### src/rtl/dom_share_feeder_pkg.sv
// Shared types and constants for the DOM share feeder slice.
package dom_pkg;

    typedef enum logic [1:0] {
        IDLE,
        SHARE,
        HOLD
    } dom_state_e;

    localparam int unsigned NSHARES     = 3;
    localparam int unsigned RAND_PER_OP = 7;

    // Right-shift Galois mask for x^32 + x^22 + x^2 + x + 1
    localparam logic [31:0] LFSR_TAPS_32 = 32'h8020_0003;
    localparam logic [31:0] DEFAULT_SEED = 32'hACE1_2D5B;

endpackage

### src/rtl/dom_share_feeder_if.sv
// Operand offer channel (valid/ready plus unmasked operands) into the share feeder.
interface dom_share_feeder_if #(
    parameter int unsigned WIDTH = 1
);
    logic             in_valid;
    logic             in_ready;
    logic [WIDTH-1:0] a_in;
    logic [WIDTH-1:0] b_in;

    modport master (output in_valid, output a_in, output b_in, input  in_ready);
    modport slave  (input  in_valid, input  a_in, input  b_in, output in_ready);
endinterface

### src/rtl/dom_share_feeder_lfsr_step.sv
// Combinational multi-step advance of a right-shift Galois LFSR.
module dom_lfsr_step #(
    parameter int unsigned          LFSR_W = 32,
    parameter int unsigned          STEPS  = 7,
    parameter logic [LFSR_W-1:0]    TAPS   = LFSR_W'(32'h8020_0003)
) (
    input  logic [LFSR_W-1:0] state_i,
    output logic [LFSR_W-1:0] state_o
);

    logic [LFSR_W-1:0] nxt;

    always_comb begin
        nxt = state_i;
        for (int unsigned i = 0; i < STEPS; i++) begin
            nxt = {1'b0, nxt[LFSR_W-1:1]} ^ (nxt[0] ? TAPS : '0);
        end
        state_o = nxt;
    end

endmodule

### src/rtl/dom_share_feeder.sv
// Splits operands into 3 Boolean shares and supplies DOM gadget randomness for a 2-cycle gadget.
// Optional macro DOM_FEEDER_DBG_EN adds dbg_ref, the unmasked golden product of the op in flight.
module dom_share_feeder
    import dom_pkg::*;
#(
    parameter int unsigned       WIDTH  = 1,
    parameter int unsigned       LFSR_W = 32,
    parameter logic [LFSR_W-1:0] SEED   = LFSR_W'(DEFAULT_SEED)
) (
    input  logic                clk,
    input  logic                rst,
    dom_share_feeder_if.slave   in_bus,
    input  logic                seed_load,
    input  logic [LFSR_W-1:0]   seed_data,
    output logic [WIDTH-1:0]    a0,
    output logic [WIDTH-1:0]    a1,
    output logic [WIDTH-1:0]    a2,
    output logic [WIDTH-1:0]    b0,
    output logic [WIDTH-1:0]    b1,
    output logic [WIDTH-1:0]    b2,
    output logic [WIDTH-1:0]    z10,
    output logic [WIDTH-1:0]    z20,
    output logic [WIDTH-1:0]    z21,
`ifdef DOM_FEEDER_DBG_EN
    output logic [WIDTH-1:0]    dbg_ref,
`endif
    output logic                out_valid
);

    localparam int unsigned       NRAND = RAND_PER_OP * WIDTH;
    localparam logic [LFSR_W-1:0] TAPS  = LFSR_W'(LFSR_TAPS_32);

    if (NRAND > LFSR_W) begin : g_bad_width
        $error("dom_share_feeder: 7*WIDTH exceeds LFSR_W");
    end
    if (SEED == '0) begin : g_bad_seed
        $error("dom_share_feeder: SEED must be non-zero");
    end

    dom_state_e state_q, state_d;
    logic [LFSR_W-1:0] lfsr_q, lfsr_d, lfsr_adv;
    logic [NSHARES-1:0][WIDTH-1:0] a_sh_q, a_sh_d, b_sh_q, b_sh_d;
    logic [2:0][WIDTH-1:0] z_q, z_d;
    logic [RAND_PER_OP-1:0][WIDTH-1:0] r;
    logic accept, load_op, clear_op;

    assign r                = lfsr_q[NRAND-1:0];
    assign in_bus.in_ready  = (state_q != SHARE);
    assign accept           = in_bus.in_valid & in_bus.in_ready;
    assign out_valid        = (state_q == HOLD);

    dom_lfsr_step #(
        .LFSR_W (LFSR_W),
        .STEPS  (NRAND),
        .TAPS   (TAPS)
    ) u_step (
        .state_i (lfsr_q),
        .state_o (lfsr_adv)
    );

    always_comb begin
        state_d  = state_q;
        a_sh_d   = a_sh_q;
        b_sh_d   = b_sh_q;
        z_d      = z_q;
        load_op  = 1'b0;
        clear_op = 1'b0;
        unique case (state_q)
            IDLE: begin
                if (accept) begin
                    state_d = SHARE;
                    load_op = 1'b1;
                end
            end
            SHARE: state_d = HOLD;
            HOLD: begin
                if (accept) begin
                    state_d = SHARE;
                    load_op = 1'b1;
                end else begin
                    state_d  = IDLE;
                    clear_op = 1'b1;
                end
            end
            default: state_d = IDLE;
        endcase

        if (load_op) begin
            a_sh_d[1] = r[0];
            a_sh_d[2] = r[1];
            a_sh_d[0] = in_bus.a_in ^ r[0] ^ r[1];
            b_sh_d[1] = r[2];
            b_sh_d[2] = r[3];
            b_sh_d[0] = in_bus.b_in ^ r[2] ^ r[3];
            z_d[0]    = r[4];
            z_d[1]    = r[5];
            z_d[2]    = r[6];
        end else if (clear_op) begin
            a_sh_d = '0;
            b_sh_d = '0;
            z_d    = '0;
        end

        // Masks for an accepted op come from lfsr_q, so a same-cycle reseed may override the advance.
        if (seed_load) begin
            lfsr_d = (seed_data == '0) ? SEED : seed_data;
        end else if (accept) begin
            lfsr_d = lfsr_adv;
        end else begin
            lfsr_d = lfsr_q;
        end
    end

    always_ff @(posedge clk or posedge rst) begin
        if (rst) begin
            state_q <= IDLE;
            lfsr_q  <= SEED;
            a_sh_q  <= '0;
            b_sh_q  <= '0;
            z_q     <= '0;
        end else begin
            state_q <= state_d;
            lfsr_q  <= lfsr_d;
            a_sh_q  <= a_sh_d;
            b_sh_q  <= b_sh_d;
            z_q     <= z_d;
        end
    end

    assign {a2, a1, a0} = a_sh_q;
    assign {b2, b1, b0} = b_sh_q;
    assign {z21, z20, z10} = z_q;

`ifdef DOM_FEEDER_DBG_EN
    logic [WIDTH-1:0] dbg_q, dbg_d;

    always_comb begin
        dbg_d = dbg_q;
        if (load_op) begin
            dbg_d = in_bus.a_in & in_bus.b_in;
        end else if (clear_op) begin
            dbg_d = '0;
        end
    end

    always_ff @(posedge clk or posedge rst) begin
        if (rst) begin
            dbg_q <= '0;
        end else begin
            dbg_q <= dbg_d;
        end
    end

    assign dbg_ref = dbg_q;
`endif

endmodule

### src/flat_wrapper.sv
// flat-port wrapper written by rule: the top's interface ports become plain ports
module dom_share_feeder_flat import dom_pkg::*;
#(
    parameter int unsigned       WIDTH  = 1,
    parameter int unsigned       LFSR_W = 32,
    parameter logic [LFSR_W-1:0] SEED   = LFSR_W'(DEFAULT_SEED)
)
  (clk, rst, seed_load, seed_data, a0, a1, a2, b0, b1, b2, z10, z20, z21, out_valid, in_bus_in_valid, in_bus_a_in, in_bus_b_in, in_bus_in_ready);
  dom_share_feeder_if #(.WIDTH(WIDTH)) in_bus_i ();
  input  logic clk;
  input  logic rst;
  input  logic seed_load;
  input  logic [LFSR_W-1:0] seed_data;
  output logic [WIDTH-1:0] a0;
  output logic [WIDTH-1:0] a1;
  output logic [WIDTH-1:0] a2;
  output logic [WIDTH-1:0] b0;
  output logic [WIDTH-1:0] b1;
  output logic [WIDTH-1:0] b2;
  output logic [WIDTH-1:0] z10;
  output logic [WIDTH-1:0] z20;
  output logic [WIDTH-1:0] z21;
  output logic out_valid;
  input wire logic [$bits(in_bus_i.in_valid)-1:0] in_bus_in_valid;
  input wire logic [$bits(in_bus_i.a_in)-1:0] in_bus_a_in;
  input wire logic [$bits(in_bus_i.b_in)-1:0] in_bus_b_in;
  output wire logic [$bits(in_bus_i.in_ready)-1:0] in_bus_in_ready;
  assign in_bus_i.in_valid = in_bus_in_valid;
  assign in_bus_i.a_in = in_bus_a_in;
  assign in_bus_i.b_in = in_bus_b_in;
  assign in_bus_in_ready = in_bus_i.in_ready;
  dom_share_feeder #(.WIDTH(WIDTH), .LFSR_W(LFSR_W), .SEED(SEED)) u_core (.clk(clk), .rst(rst), .in_bus(in_bus_i), .seed_load(seed_load), .seed_data(seed_data), .a0(a0), .a1(a1), .a2(a2), .b0(b0), .b1(b1), .b2(b2), .z10(z10), .z20(z20), .z21(z21), .out_valid(out_valid));
endmodule
### config.mk
export PLATFORM = sky130hd
export DESIGN_NAME = dom_share_feeder_flat
export DESIGN_NICKNAME = d
export VERILOG_FILES = /design/src/rtl/dom_share_feeder_pkg.sv /design/src/rtl/dom_share_feeder_if.sv /design/src/rtl/dom_share_feeder_lfsr_step.sv /design/src/rtl/dom_share_feeder.sv /design/src/flat_wrapper.sv
export SDC_FILE = /design/constraint.sdc
export NUM_CORES = 1
export LEC_CHECK = 0
export BUFFER_PORTS_ARGS = -buffer_cell sky130_fd_sc_hd__buf_2
export CAP_MARGIN = 0
export CORE_MARGIN = 2
export CORE_UTILIZATION = 58
export DETAILED_ROUTE_END_ITERATION = 6
export PLACE_DENSITY = 0.84
export SLEW_MARGIN = 20
export SYNTH_ARGS = -nofsm -noshare
export SYNTH_HDL_FRONTEND = slang
export SYNTH_SLANG_ARGS = --single-unit
### constraint.sdc
create_clock -name clk -period 4.6 [get_ports clk]
set_input_delay 0.92 -clock clk [delete_from_list [all_inputs] [get_ports clk]]
set_output_delay 0.92 -clock clk [all_outputs]
set_load 0.03 [all_outputs]
* Word level (Yosys, flattened, before mapping) *
Index checks and enable logic that the tools add are counted.

word-level totals
  bits in registers = 43
  latch bits = 0
  memory bits (writable) = 0
  bits in read-only memories = 0
  input port bits = 38
  output and inout port bits = 11
  logic and storage cells = 53
  memories = 0

operators by class
  add/sub/neg operators = 0
  multipliers = 0
  div/mod/pow operators = 0
  magnitude comparators = 0
  eq/ne operators = 4
  shift-type cells = 0
  muxes and demuxes = 21
  bitwise operators = 12
  reductions and logical operators = 5

operator list
  cell                                           count
  2-to-1 mux 32 bit                              10
  XOR 31 x 32 -> 32 bit                          7
  logical NOT 32 bit                             1
  2-to-1 mux 3 bit                               4
  case mux 2 bit (3 select lines)                1
  2-to-1 mux 1 bit                               5
  != test 2 x 1 -> 1 bit, second input constant  2
  nonzero test 2 bit                             2
  XOR 1 bit                                      4
  == test 2 x 1 -> 1 bit, second input constant  1
  == test 2 bit, second input constant           1
  logical NOT 2 bit                              1
  2-to-1 mux 2 bit                               1
  OR reduction 2 bit                             1
  bitwise AND 1 bit                              1

* Depth between registers and ports, before layout *
Gate-level depths: netlist (run 1).

  word-level depth = 16
  depth in mapped cells = 8
  depth with buffers taken out = 4

* By module *
From an unflattened synthesis (run 1), not the netlist that was laid out.

unflattened totals
  cells, all modules = 221
  area total of the unflattened synthesis = 2,588.7 um^2

modules (own cells, without submodules)
  module            instances  cells each  area each (um^2)
  dom_share_feeder  1          183         2,210.9
  dom_lfsr_step     1          38          377.9

* Worst setup path before layout (run 1) *
Ideal clock, no wire load.

  kind = in2reg
  from = input port in_bus_in_valid
  to = register u_core.lfsr_q[0]
  setup time = 0.080 ns
  arrival = 2.082 ns
  setup slack = 2.438 ns
  stages on the path = 6
  path through = clkbuf_1 and2_1 buf_2 buf_8 mux2_2 o22a_1

on the way
  longest elaborated chain between the ends = 2

ends and longest elaborated chain
  item                                 RTL line                 RTL
  start, declared                      flat_wrapper.sv:24       input wire logic [$bits(in_bus_i.in_valid)-1:0] in_bus_in_valid;
  bitwise AND 1 bit                    dom_share_feeder.sv:49   assign accept = in_bus.in_valid & in_bus.in_ready;
  nonzero test 2 bit (no source line)  --
  end signal, assigned                 dom_share_feeder.sv:123  lfsr_q <= lfsr_d;
  end, declared                        dom_share_feeder.sv:41   logic [LFSR_W-1:0] lfsr_q, lfsr_d, lfsr_adv;

No other way between the ends.
A chain may end at the register's enable or synchronous reset.

* Worst setup path in the final report (run 1) *
  from = input port seed_data[24]
  to = register u_core.lfsr_q[31]

on the way
  longest elaborated chain between the ends = 3

ends and longest elaborated chain
  item                RTL line                 RTL
  start, declared     flat_wrapper.sv:13       input logic [LFSR_W-1:0] seed_data;
  logical NOT 32 bit  dom_share_feeder.sv:106  lfsr_d = (seed_data == '0) ? SEED : seed_data;
  2-to-1 mux 32 bit   dom_share_feeder.sv:106
  2-to-1 mux 32 bit   dom_share_feeder.sv:105  if (seed_load) begin

No other way between the ends.

==> parameters.txt, run 1 <==
Parameter                              Value

Synthesis
  Cell types with the highest counts after synthesis ... dfrtp_1 (26), dfstp_2 (17), nand2_1 (17), o21ai_0 (17), mux2_2 (14)
  Cell type contributing the most total cell area after synthesis ... dfrtp_1
  Cell with the most instances after synthesis ... dfrtp_1
  Top cells by area, synth ... dfrtp_1 (28%), dfstp_2 (19%), mux2_2 (6.8%)
  Main flop type after synthesis ... dfrtp_1
  Number of warning messages in the yosys log ... 0
  Synth cell types ... 35
  Average size of a mapped cell ... 11.68 sq um
  Synthesized net count ... 237
  Async set-or-reset flop fraction in the synthesized netlist ... 100.0%
  Number of enable flip-flop cells after synthesis ... 0
  Number of instances in the synthesized netlist ... 199
  Seq/Total Area, Yosys ... 47.20%
  Number of storage elements in the synthesis netlist ... between 40 and 50
  Syn Std Cell Area ... between 0.002 and 0.0025 sq mm
  Area share of the largest cell type after synthesis ... 27.99%

GRT
  Global route total overflow ... 0
  Via count of the first global-routing pass ... 1,638
  Number of antenna violations at the first check in global routing ... 0
  Largest net degree at the start of global routing ... 54
  Overall global routing resource usage ... about a quarter
  Wire length of the first global-routing pass ... 7893 um

Timing
  Maximum clock skew at final layout ... 7.209 ps
  Final period demand of the worst path ... 2360 ps
  Worst Hold Slack ... 503.1 ps
  Share of the cycle needed by the critical path after routing ... slightly above 50%
  Number of setup violations in the final report ... 0
  Worst Tran Pin Value ... around 670 ps
  Setup TNS after final layout ... 0 ps
  Setup repair after global routing missed its margin ... no
  Relative max-transition margin ... 55.25%
  Number of pins exceeding their max-slew limit in the final report ... 0
  Number of hold violations in the final report ... 0
  Maximum frequency from static timing analysis ... around 0.42 GHz

Pwr
  Largest voltage drop on the vdd net ... 0.2325 mV
  Reported leakage power ... 1.225 nW
  Pwr Density ... 438.7 mW/mm^2

Worst setup path
  Class of the most critical setup path ... in -> reg
  Worst path top cell family by delay ... compound AO/OA/AOI/OAI gates
  Maximum fanout count along the critical path ... 7
  Cell at the slowest stage of the critical path ... o21ai_0
  Peak per-stage delay on the critical path ... about 560 ps
  Type of destination of the critical path ... register
  Setup slack on the worst flop-to-flop path ... approximately 2500 ps
  Buffers plus inverters on the worst setup path ... 2
  Crit path arrival time ... 2580 ps
  Critical path cell sequence ... buf_2 > nor4_1 > nand4_1 > o21ai_0 > buf_4 > a2bb2oi_1
  WP data required ... 4820 ps
  Critical path startpoint category ... input pin

Layout
  Final-layout fill cell count ... around 320
  Layout Utilization ... approximately 68%
  Post-layout instance area ... 0.002658 sq mm
  Synth-to-Final Area Change ... 14.32%
  Fraction of layout cells with a size suffix above 1 ... a little under two fifths
  Antenna cell count ... 0
  Nets@finish ... 281

Clock tree
  Clock sink total ... 43
  TritonCTS clock tree ... yes
  Clock insertion delay at the later pin of the skew report ... 290 ps
  Clock root cell ... clkbuf_8
  Clock slew at the register clock pins of the worst setup and hold paths ... 80 ps
  Depth of the CTS H-tree ... 2
  Resized cells post-CTS ... 0
  CTS Hold Buffers Added ... 0
  Number of buffers inserted during clock tree synthesis ... 5
  Clock Path Buffers ... 2
  Total setup buffers inserted after CTS ... 0

Floorplanning
  Total die area ... roughly 0.0045 sq mm
  Effective utilization at floorplan ... 59.40%
  Count of pins on the block boundary ... ~50
  Core Region ... 0.003914 sq mm
  Vertical die dimension ... 67.31 um
  Die boundary width ... about 67 um
  Core Rows ... 23

Worst hold path
  Hold/Removal Path Class ... reg -> reg

Outcome
  Run status ... finished clean

Route
  DRC ... 0
  Via density per instance ... 5.752
  Wire per inst ... 16.72 um
  Drt first-iter violations ... 113
  Post-route antenna net violation count ... 0
  Via count ... between 1,500 and 2,000
  Detailed Routing Iterations Pass 1 ... 4
  Post-detailed-routing wire length ... 4916 um

Placed design
  GP Congestion ... about 0.86
  Post-detail-place hpwl ... 3577 um
  Area after detailed placement ... 0.002575 sq mm
  Number of I/O port buffers ... 48

Flow run
  Max Cap Viol ... 0
## final timing paths
path,startpoint,end,cells past startpoint
worst max-delay path,seed_data[24],u_core.lfsr_q[31],6
worst min register to register,u_core.z21,u_core.z21,1
worst max register to register,u_core.lfsr_q[0],u_core.lfsr_q[21],4
min in group asynchronous,rst,u_core.lfsr_q[19],3
worst min-delay path,u_core.z21,u_core.z21,1
max in group asynchronous,rst,u_core.lfsr_q[31],3
## stage by stage
step | worst slack, ps | cells | power (mW)
2_1_floorplan | 2438 | 199 | 0.8398
5_1_grt | 2069 | 294 | 1.225
6_report | 2240 | 294 | 1.166
3_3_place_gp | 1887 | 286 | 0.9254
4_1_cts | 2251 | 294 | 1.172
3_5_place_dp | 1937 | 286 | 0.9390
## metal layers
metal  wire, um  vias to the layer above  GRT usage, %
met3        183                       14         3.667
met4        119                        0         10.20
met5          0                        -             0
li1           -                      809             -
met1       2372                      821         34.06
met2       2240                       47         36.76
## state kept, by name, summed over array words and instances, names as in the netlist
register / flops
u_core.lfsr_q: 32
u_core.state_q: 2
u_core.a0: 1
u_core.a1: 1
u_core.a2: 1
u_core.b0: 1
u_core.b1: 1
u_core.b2: 1
u_core.z10: 1
u_core.z20: 1
u_core.z21: 1
## cell type report
type / count / area (sq um) / share of cell area [%]
clock buffer: 7 / 76.32 / 2.872
clock inverter: 1 / 5.005 / 0.1883
inverter: 5 / 18.77 / 0.7062
multi-input combinational: 136 / 1127 / 42.42
sequential: 43 / 1097 / 41.29
tap: 50 / 62.56 / 2.354
timing repair buffer: 52 / 270.3 / 10.17
## cell usage in the layout, fill, tap and decap left out, types with 5 or more instances in the layout
cell type,count
a22o_1,8
dfstp_2,17
dfrtp_1,26
o22a_1,11
xnor2_1,11
nor2b_1,5
clkbuf_8,5
inv_1,5
mux2i_1,13
buf_2,48
nor4_1,8
o21ai_0,17
nand2_1,17
mux2_2,14
## logic make-up after synthesis
family,synth area share (%)
xor gates and xnor gates,12.76
muxes,12.38
buffers and inverters,4.359
and+or+nand+nor,8.074
AOI/OAI and AO/OA,15.23
DFF,47.20
## power by group
group	leakage (nW)	total [mW]	internal [mW]	switching, mW
Sequential	0.498	0.516	0.460	0.0559
Clock	0.0422	0.231	0.107	0.124
Combinational	0.685	0.419	0.225	0.194
Total	1.22	1.17	0.791	0.374
Note: power is estimated with default switching activity, not from simulation.
==> inputs of run 2 (changes only) <==
--- a/config.mk
+++ b/config.mk
@@ -8,9 +8,9 @@
 export BUFFER_PORTS_ARGS = -buffer_cell sky130_fd_sc_hd__buf_2
 export CAP_MARGIN = 0
 export CORE_MARGIN = 2
-export CORE_UTILIZATION = 58
+export CORE_UTILIZATION = 54
 export DETAILED_ROUTE_END_ITERATION = 6
-export PLACE_DENSITY = 0.84
+export PLACE_DENSITY = 0.79
 export SLEW_MARGIN = 20
 export SYNTH_ARGS = -nofsm -noshare
 export SYNTH_HDL_FRONTEND = slang
==> constraint.sdc (replaced) <==
create_clock -name clk -period 2.4 [get_ports clk]
set_input_delay 0.48 -clock clk [delete_from_list [all_inputs] [get_ports clk]]
set_output_delay 0.48 -clock clk [all_outputs]
set_load 0.03 [all_outputs]
==> parameters.txt, run 2 (synthesis gave the netlist of run 1 again) <==
Parameter                              Value

Flow run
  Max Cap Viol ... 0 (unchanged)

Layout
  Fraction of layout cells with a size suffix above 1 ... 38.11% (unchanged)
  Registers with the most flip-flops ... u_core.lfsr_q x32, u_core.state_q x2
  Post-layout instance area ... 0.002675 sq mm (+0.66%)
  Antenna cell count ... 0 (unchanged)
  Leading cell type in the layout, fill and taps excluded ... buf_2
  Final-layout fill cell count ... 323 (+1.9%)
  Register area ... 0.001097 sq mm (unchanged)
  Area of combinational cells with multiple inputs ... 0.001126 sq mm (-0.11%)
  Nets@finish ... 281 (unchanged)
  Most used cells in the layout excluding fill and tap cells ... buf_2 (48), dfrtp_1 (26), nand2_1 (17), o21ai_0 (17), dfstp_2 (17)
  Number of flip-flops in the largest register ... 32 (unchanged)
  Non-filler instance count after layout ... 294 (unchanged)
  Most flops, register ... u_core.lfsr_q
  Synth-to-Final Area Change ... 15.07%

GRT
  Number of antenna violations at the first check in global routing ... 0 (unchanged)
  Via count of the first global-routing pass ... 1,711 (+4.5%)
  GRT Max-Usage Layer ... met2
  Met3 track demand over resource ... 5.378% (+1.7 points)
  Global route total overflow ... 0 (unchanged)
  Overall global routing resource usage ... 22.93% (-1.1 points)
  Largest net degree at the start of global routing ... 44 (-19%)
  Fraction of met1 tracks used by global routing ... 32.38% (-1.7 points)
  Wire length of the first global-routing pass ... 8611 um (+9.1%)
  Met2 routing resource usage after global routing ... 35.68% (-1.1 points)

Pwr
  Total power consumption of the routed design ... 2.299 mW (+97%)
  Largest voltage drop on the vdd net ... 0.3345 mV (+44%)
  Reported leakage power ... 1.233 nW (+0.71%)
  Pwr Density ... 859.4 mW/mm^2 (+96%)

Worst setup path
  Type of destination of the critical path ... register
  WP data required ... 2630 ps (-2190 ps)
  Maximum fanout count along the critical path ... 6 (-1)
  Critical path cell sequence ... xnor3_2 > xnor3_1 > mux2_2 > a2bb2oi_1
  Peak per-stage delay on the critical path ... 640 ps (+80 ps)
  Worst path top cell family by delay ... XOR/XNOR gates
  Crit path arrival time ... 2240 ps (-340 ps)
  Buffers plus inverters on the worst setup path ... 0 (-2)
  Class of the most critical setup path ... reg -> reg
  Cell at the slowest stage of the critical path ... dfstp_2
  Setup slack on the worst flop-to-flop path ... 390 ps (-2150 ps)
  Critical path startpoint category ... register

Floorplanning
  Die boundary width ... 69.61 um (+3.4%)
  Total die area ... 0.004846 sq mm (+7.0%)
  Vertical die dimension ... 69.61 um (+3.4%)
  Core Rows ... 23 (unchanged)
  Core Region ... 0.004058 sq mm (+3.7%)
  Count of pins on the block boundary ... 49 (unchanged)
  Effective utilization at floorplan ... 57.29% (-2.1 points)

Timing
  Setup repair after global routing missed its margin ... no
  Worst Tran Pin Value ... 667.6 ps (-2.199 ps)
  Number of setup violations in the final report ... 0 (unchanged)
  Maximum clock skew at final layout ... 4.833 ps (-2.376 ps)
  Share of the cycle needed by the critical path after routing ... 83.75%
  Relative max-transition margin ... 55.40% (+0.15 points)
  Setup TNS after final layout ... 0 ps (unchanged)
  Number of pins exceeding their max-slew limit in the final report ... 0 (unchanged)
  Number of hold violations in the final report ... 0 (unchanged)
  Post-route setup slack ... 390.1 ps (-1850 ps)
  Final period demand of the worst path ... 2010 ps
  Maximum frequency from static timing analysis ... 0.4975 GHz

Route
  DRC ... 0 (unchanged)
  Drt first-iter violations ... 153 (+35%)
  Detailed Routing Iterations Pass 1 ... 4 (unchanged)
  Post-detailed-routing wire length ... 5044 um (+2.6%)
  Post-route antenna net violation count ... 0 (unchanged)
  Via count ... 1,679 (-0.71%)
  Via density per instance ... 5.711 (-0.71%)
  Wire per inst ... 17.16 um (+2.6%)

Clock tree
  CTS Hold Buffers Added ... 0 (unchanged)
  Depth of the CTS H-tree ... 2 (unchanged)
  Resized cells post-CTS ... 0 (unchanged)
  Clock sink total ... 43 (unchanged)
  Number of buffers inserted during clock tree synthesis ... 5 (unchanged)
  TritonCTS clock tree ... yes
  Clock slew at the register clock pins of the worst setup and hold paths ... 80 ps (about the same)
  Total setup buffers inserted after CTS ... 0 (unchanged)
  Clock root cell ... clkbuf_8
  Clock insertion delay at the later pin of the skew report ... 310 ps (+20 ps)
  Clock Path Buffers ... 2 (unchanged)

Placed design
  GP Congestion ... 0.7817 (-9.0%)
  Number of I/O port buffers ... 48 (unchanged)
  Total placed cells including tap cells ... 286 (unchanged)
  Post-detail-place hpwl ... 3633 um (+1.6%)
  Area after detailed placement ... 0.002575 sq mm (unchanged)
  Dpl ws ... 402.1 ps (-1535 ps)

Worst hold path
  Hold/Removal Path Class ... in -> async

Outcome
  Run status ... finished clean
## run 2: worst min-delay path, cell delays in order
cell   delay (ps)
buf_2          90
inv_1          40
buf_4         440
## run 2: final timing paths
kind                       depth (start not counted)                end              from
max in group asynchronous                          3   u_core.lfsr_q[4]               rst
setup / recovery                                   4  u_core.lfsr_q[21]  u_core.lfsr_q[0]
min in group clk                                   3  u_core.lfsr_q[24]     seed_data[24]
hold / removal                                     3  u_core.lfsr_q[19]               rst
hold reg to reg                                    1          u_core.b0         u_core.b0
setup reg to reg                                   4  u_core.lfsr_q[21]  u_core.lfsr_q[0]
## run 2: cell type report
cell class / count / area share, %
multi-input cells: 136 / 42.10
well taps: 50 / 2.339
clock buffers: 8 / 3.742
inverters: 5 / 0.7016
repair buffers: 52 / 10.10
flip-flops and latches: 43 / 41.02
## run 2: stage by stage
step / hold slack, ps / util [%]
floorplan: 522.6 / -
finish: 293.1 / 65.93
CTS: 314.7 / 65.93
detailed placement: 487.2 / 63.46
global placement: 479.2 / 63.46
global route: 347.3 / 65.93
## run 2: power by group
| part | switching, mW | internal [mW] | leakage (nW) |
|---|---|---|---|
| clock network | 0.254 | 0.263 | 0.0515 |
| registers | 0.103 | 0.881 | 0.498 |
| logic | 0.367 | 0.431 | 0.684 |
| total | 0.724 | 1.57 | 1.23 |
## run 2: per-layer routing
layer,share of wire [%],wire length [um],vias up
met1,46,2310,826
met4,1.2,60,0
met3,4.6,232,7
met2,48,2440,42
li1,-,-,804
met5,0,0,-
==> inputs of run 3 (changes only) <==
--- a/config.mk
+++ b/config.mk
@@ -5,12 +5,13 @@
 export SDC_FILE = /design/constraint.sdc
 export NUM_CORES = 1
 export LEC_CHECK = 0
+export ABC_AREA = 1
 export BUFFER_PORTS_ARGS = -buffer_cell sky130_fd_sc_hd__buf_2
 export CAP_MARGIN = 0
 export CORE_MARGIN = 2
-export CORE_UTILIZATION = 54
+export CORE_UTILIZATION = 49
 export DETAILED_ROUTE_END_ITERATION = 6
-export PLACE_DENSITY = 0.79
+export PLACE_DENSITY = 0.76
 export SLEW_MARGIN = 20
 export SYNTH_ARGS = -nofsm -noshare
 export SYNTH_HDL_FRONTEND = slang
==> constraint.sdc (replaced) <==
create_clock -name clk -period 1.7 [get_ports clk]
set_input_delay 0.34 -clock clk [delete_from_list [all_inputs] [get_ports clk]]
set_output_delay 0.34 -clock clk [all_outputs]
set_load 0.03 [all_outputs]
==> parameters.txt, run 3 <==
Parameter                              Value

Synthesis
  Number of enable flip-flop cells after synthesis ... 0 (unchanged)
  Synthesized net count ... 319 (+35%)
  Seq/Total Area, Yosys ... 47.46% (+0.26 points)
  Cell type contributing the most total cell area after synthesis ... dfrtp_1
  Cell with the most instances after synthesis ... nor2_1
  Average size of a mapped cell ... 8.229 sq um (-30%)
  Number of instances in the synthesized netlist ... 281 (+41%)
  Number of storage elements in the synthesis netlist ... 43 (unchanged)
  Synth cell types ... 30 (-14%)
  Top cells by area, synth ... dfrtp_1 (28%), dfstp_2 (19%), nor2_1 (7.6%)
  Cell types with the highest counts after synthesis ... nor2_1 (47), nand2_1 (45), o21ai_0 (27), dfrtp_1 (26), inv_1 (24)
  Area share of the largest cell type after synthesis ... 28.14% (+0.15 points)
  Syn Std Cell Area ... 0.002312 sq mm (-0.54%)
  Number of warning messages in the yosys log ... 0 (unchanged)
  Main flop type after synthesis ... dfrtp_1
  Async set-or-reset flop fraction in the synthesized netlist ... 100.0% (unchanged)

Layout
  Registers with the most flip-flops ... u_core.lfsr_q x32, u_core.state_q x2
  Leading cell type in the layout, fill and taps excluded ... buf_2
  Most used cells in the layout excluding fill and tap cells ... buf_2 (48), nor2_1 (47), nand2_1 (45), o21ai_0 (27), dfrtp_1 (26)
  Antenna cell count ... 0 (unchanged)
  Most flops, register ... u_core.lfsr_q
  Fraction of layout cells with a size suffix above 1 ... 30.00% (-8.1 points)
  Nets@finish ... 377 (+34%)
  Number of flip-flops in the largest register ... 32 (unchanged)
  Synth-to-Final Area Change ... 20.08%
  Post-layout instance area ... 0.002776 sq mm (+3.8%)

Worst setup path
  Critical path startpoint category ... register
  Class of the most critical setup path ... reg -> reg
  WP data required ... 1900 ps (-730 ps)
  Maximum fanout count along the critical path ... 6 (unchanged)
  Crit path arrival time ... 1790 ps (-450 ps)
  Type of destination of the critical path ... register
  Depth of the most critical reg-to-reg path ... 11 (+7)

Flow run
  Max Cap Viol ... 0 (unchanged)

Route
  Wire per inst ... 14.56 um (-15%)
  Detailed Routing Iterations Pass 1 ... 4 (unchanged)
  Via density per instance ... 5.454 (-4.5%)
  DRC ... 0 (unchanged)
  Via count ... 2,138 (+27%)
  Post-detailed-routing wire length ... 5706 um (+13%)
  Post-route antenna net violation count ... 0 (unchanged)
  Drt first-iter violations ... 105 (-31%)

Placed design
  Number of I/O port buffers ... 48 (unchanged)
  Area after detailed placement ... 0.002669 sq mm (+3.6%)
  Post-detail-place hpwl ... 4233 um (+17%)
  Dpl ws ... 121.5 ps (-280.6 ps)
  GP Congestion ... 0.8739 (+12%)

Clock tree
  Clock insertion delay at the later pin of the skew report ... 300 ps (about the same)
  Clock slew at the register clock pins of the worst setup and hold paths ... 80 ps (about the same)
  Depth of the CTS H-tree ... 2 (unchanged)
  Number of buffers inserted during clock tree synthesis ... 5 (unchanged)
  TritonCTS clock tree ... yes
  Clock sink total ... 43 (unchanged)
  Clock Path Buffers ... 2 (unchanged)
  Clock root cell ... clkbuf_8
  CTS Hold Buffers Added ... 0 (unchanged)

GRT
  Wire length of the first global-routing pass ... 9384 um (+9.0%)
  Via count of the first global-routing pass ... 1,971 (+15%)
  Largest net degree at the start of global routing ... 44 (unchanged)
  Number of antenna violations at the first check in global routing ... 0 (unchanged)
  Overall global routing resource usage ... 23.64% (+0.71 points)
  Global route total overflow ... 0 (unchanged)

Pwr
  Largest voltage drop on the vdd net ... 0.4457 mV (+33%)
  Pwr Density ... 1215 mW/mm^2 (+41%)
  Reported leakage power ... 1.343 nW (+8.9%)

Timing
  Post-route setup slack ... 109.8 ps (-280.3 ps)
  Number of pins exceeding their max-slew limit in the final report ... 0 (unchanged)
  Relative max-transition margin ... 65.56% (+10 points)
  Worst Tran Pin Value ... 516.6 ps (-151.1 ps)
  Number of hold violations in the final report ... 0 (unchanged)
  Maximum clock skew at final layout ... 8.155 ps (+3.322 ps)
  Share of the cycle needed by the critical path after routing ... 93.54% (+9.8 points)
  Final period demand of the worst path ... 1590 ps (-419.7 ps)
  Number of setup violations in the final report ... 0 (unchanged)
  Worst Hold Slack ... 155.3 ps (-137.8 ps)
  Setup repair after global routing missed its margin ... no
  Maximum frequency from static timing analysis ... 0.6288 GHz (+26%)
  Setup TNS after final layout ... 0 ps (unchanged)

Floorplanning
  Core Rows ... 24 (+4.3%)
  Total die area ... 0.005285 sq mm (+9.1%)
  Count of pins on the block boundary ... 49 (unchanged)
  Effective utilization at floorplan ... 52.03% (-5.3 points)
  Vertical die dimension ... 72.70 um (+4.4%)
  Die boundary width ... 72.70 um (+4.4%)
  Core Region ... 0.004444 sq mm (+9.5%)

Outcome
  Run status ... finished clean

Worst hold path
  Hold/Removal Path Class ... in -> async
-- run 3: cell count changes after synthesis, moves of 9 or more --
cell / delta
nand2_1: +28
nor2_1: +47
o22ai_1: +10
o22a_1: -11
o21ai_0: +10
mux2_2: -14
mux2i_1: -13
a21oi_1: +9
inv_1: +19
nand3_1: +17
-- run 3: where the power goes --
part	internal, mW	switching [mW]	total [mW]
registers	1.30	0.134	1.43
logic	0.446	0.773	1.22
clock network	0.371	0.351	0.722
-- run 3: worst paths after layout --
check / from / endpoint / slack (ps)
min in group clk: seed_data[7] / u_core.lfsr_q[7] / 280
min reg2reg: u_core.z21 / u_core.z21 / 480
max in group asynchronous: rst / u_core.lfsr_q[1] / 1170
max reg2reg: u_core.lfsr_q[0] / u_core.lfsr_q[20] / 110
max: u_core.lfsr_q[0] / u_core.lfsr_q[20] / 110
min: rst / u_core.lfsr_q[7] / 160
-- run 3: area by class of cell --
| class | count | area, sq um |
|---|---|---|
| clock buffers | 8 | 100.1 |
| fillers | 392 | 1668 |
| inverters | 28 | 105.1 |
| multi-input cells | 201 | 1054 |
| flip-flops and latches | 43 | 1097 |
| well taps | 52 | 65.06 |
| repair buffers | 60 | 355.3 |
-- run 3: logic make-up (layout without fill, tap and decap cells) --
group / count (synthesis) / in the layout / share of synthesized area (%)
AND/OR/NAND/NOR: 127 / 127 / 24.89
XOR/XNOR: 10 / 10 / 4.600
buffers and inverters: 37 / 96 / 6.980
AO/OA/AOI/OAI: 64 / 64 / 16.07
flip-flops: 43 / 43 / 47.46
-- run 3: stage by stage --
| step | instances | total power, mW | util [%] |
|---|---|---|---|
| 6_report | 392 | 3.374 | 62.47 |
| 5_1_grt | 392 | 3.575 | 62.47 |
| 4_1_cts | 391 | 3.373 | 62.30 |
| 3_5_place_dp | 383 | 2.647 | 60.05 |
| 3_3_place_gp | 383 | 2.622 | 60.05 |
| 2_1_floorplan | 281 | 2.311 | - |
-- run 3: metal layers --
layer | up-vias | track usage [%] | wire length, um
li1 | 1053 | - | -
met1 | 993 | 31.81 | 2504
met2 | 84 | 38.08 | 2693
met3 | 8 | 5.249 | 421
met4 | 0 | 7.613 | 86
met5 | - | 0 | 0
-- run 3: repair_timing --
action / in CTS / in global routing
endpoints found under the setup margin: 0 / 1
buffers inserted: 0 / 1
hold endpoints to repair: 0 / 0
gates resized for setup: 0 / 0
-- run 3: worst max-delay path: stages (launching register included) --
cell	delay, ps
dfstp_2	570
inv_2	90
nand2_4	80
nand2_4	90
xnor2_4	260
inv_2	40
nand2_1	70
nand2_2	60
nand2_2	60
nand2_1	50
nand3_1	60
nand2_1	50
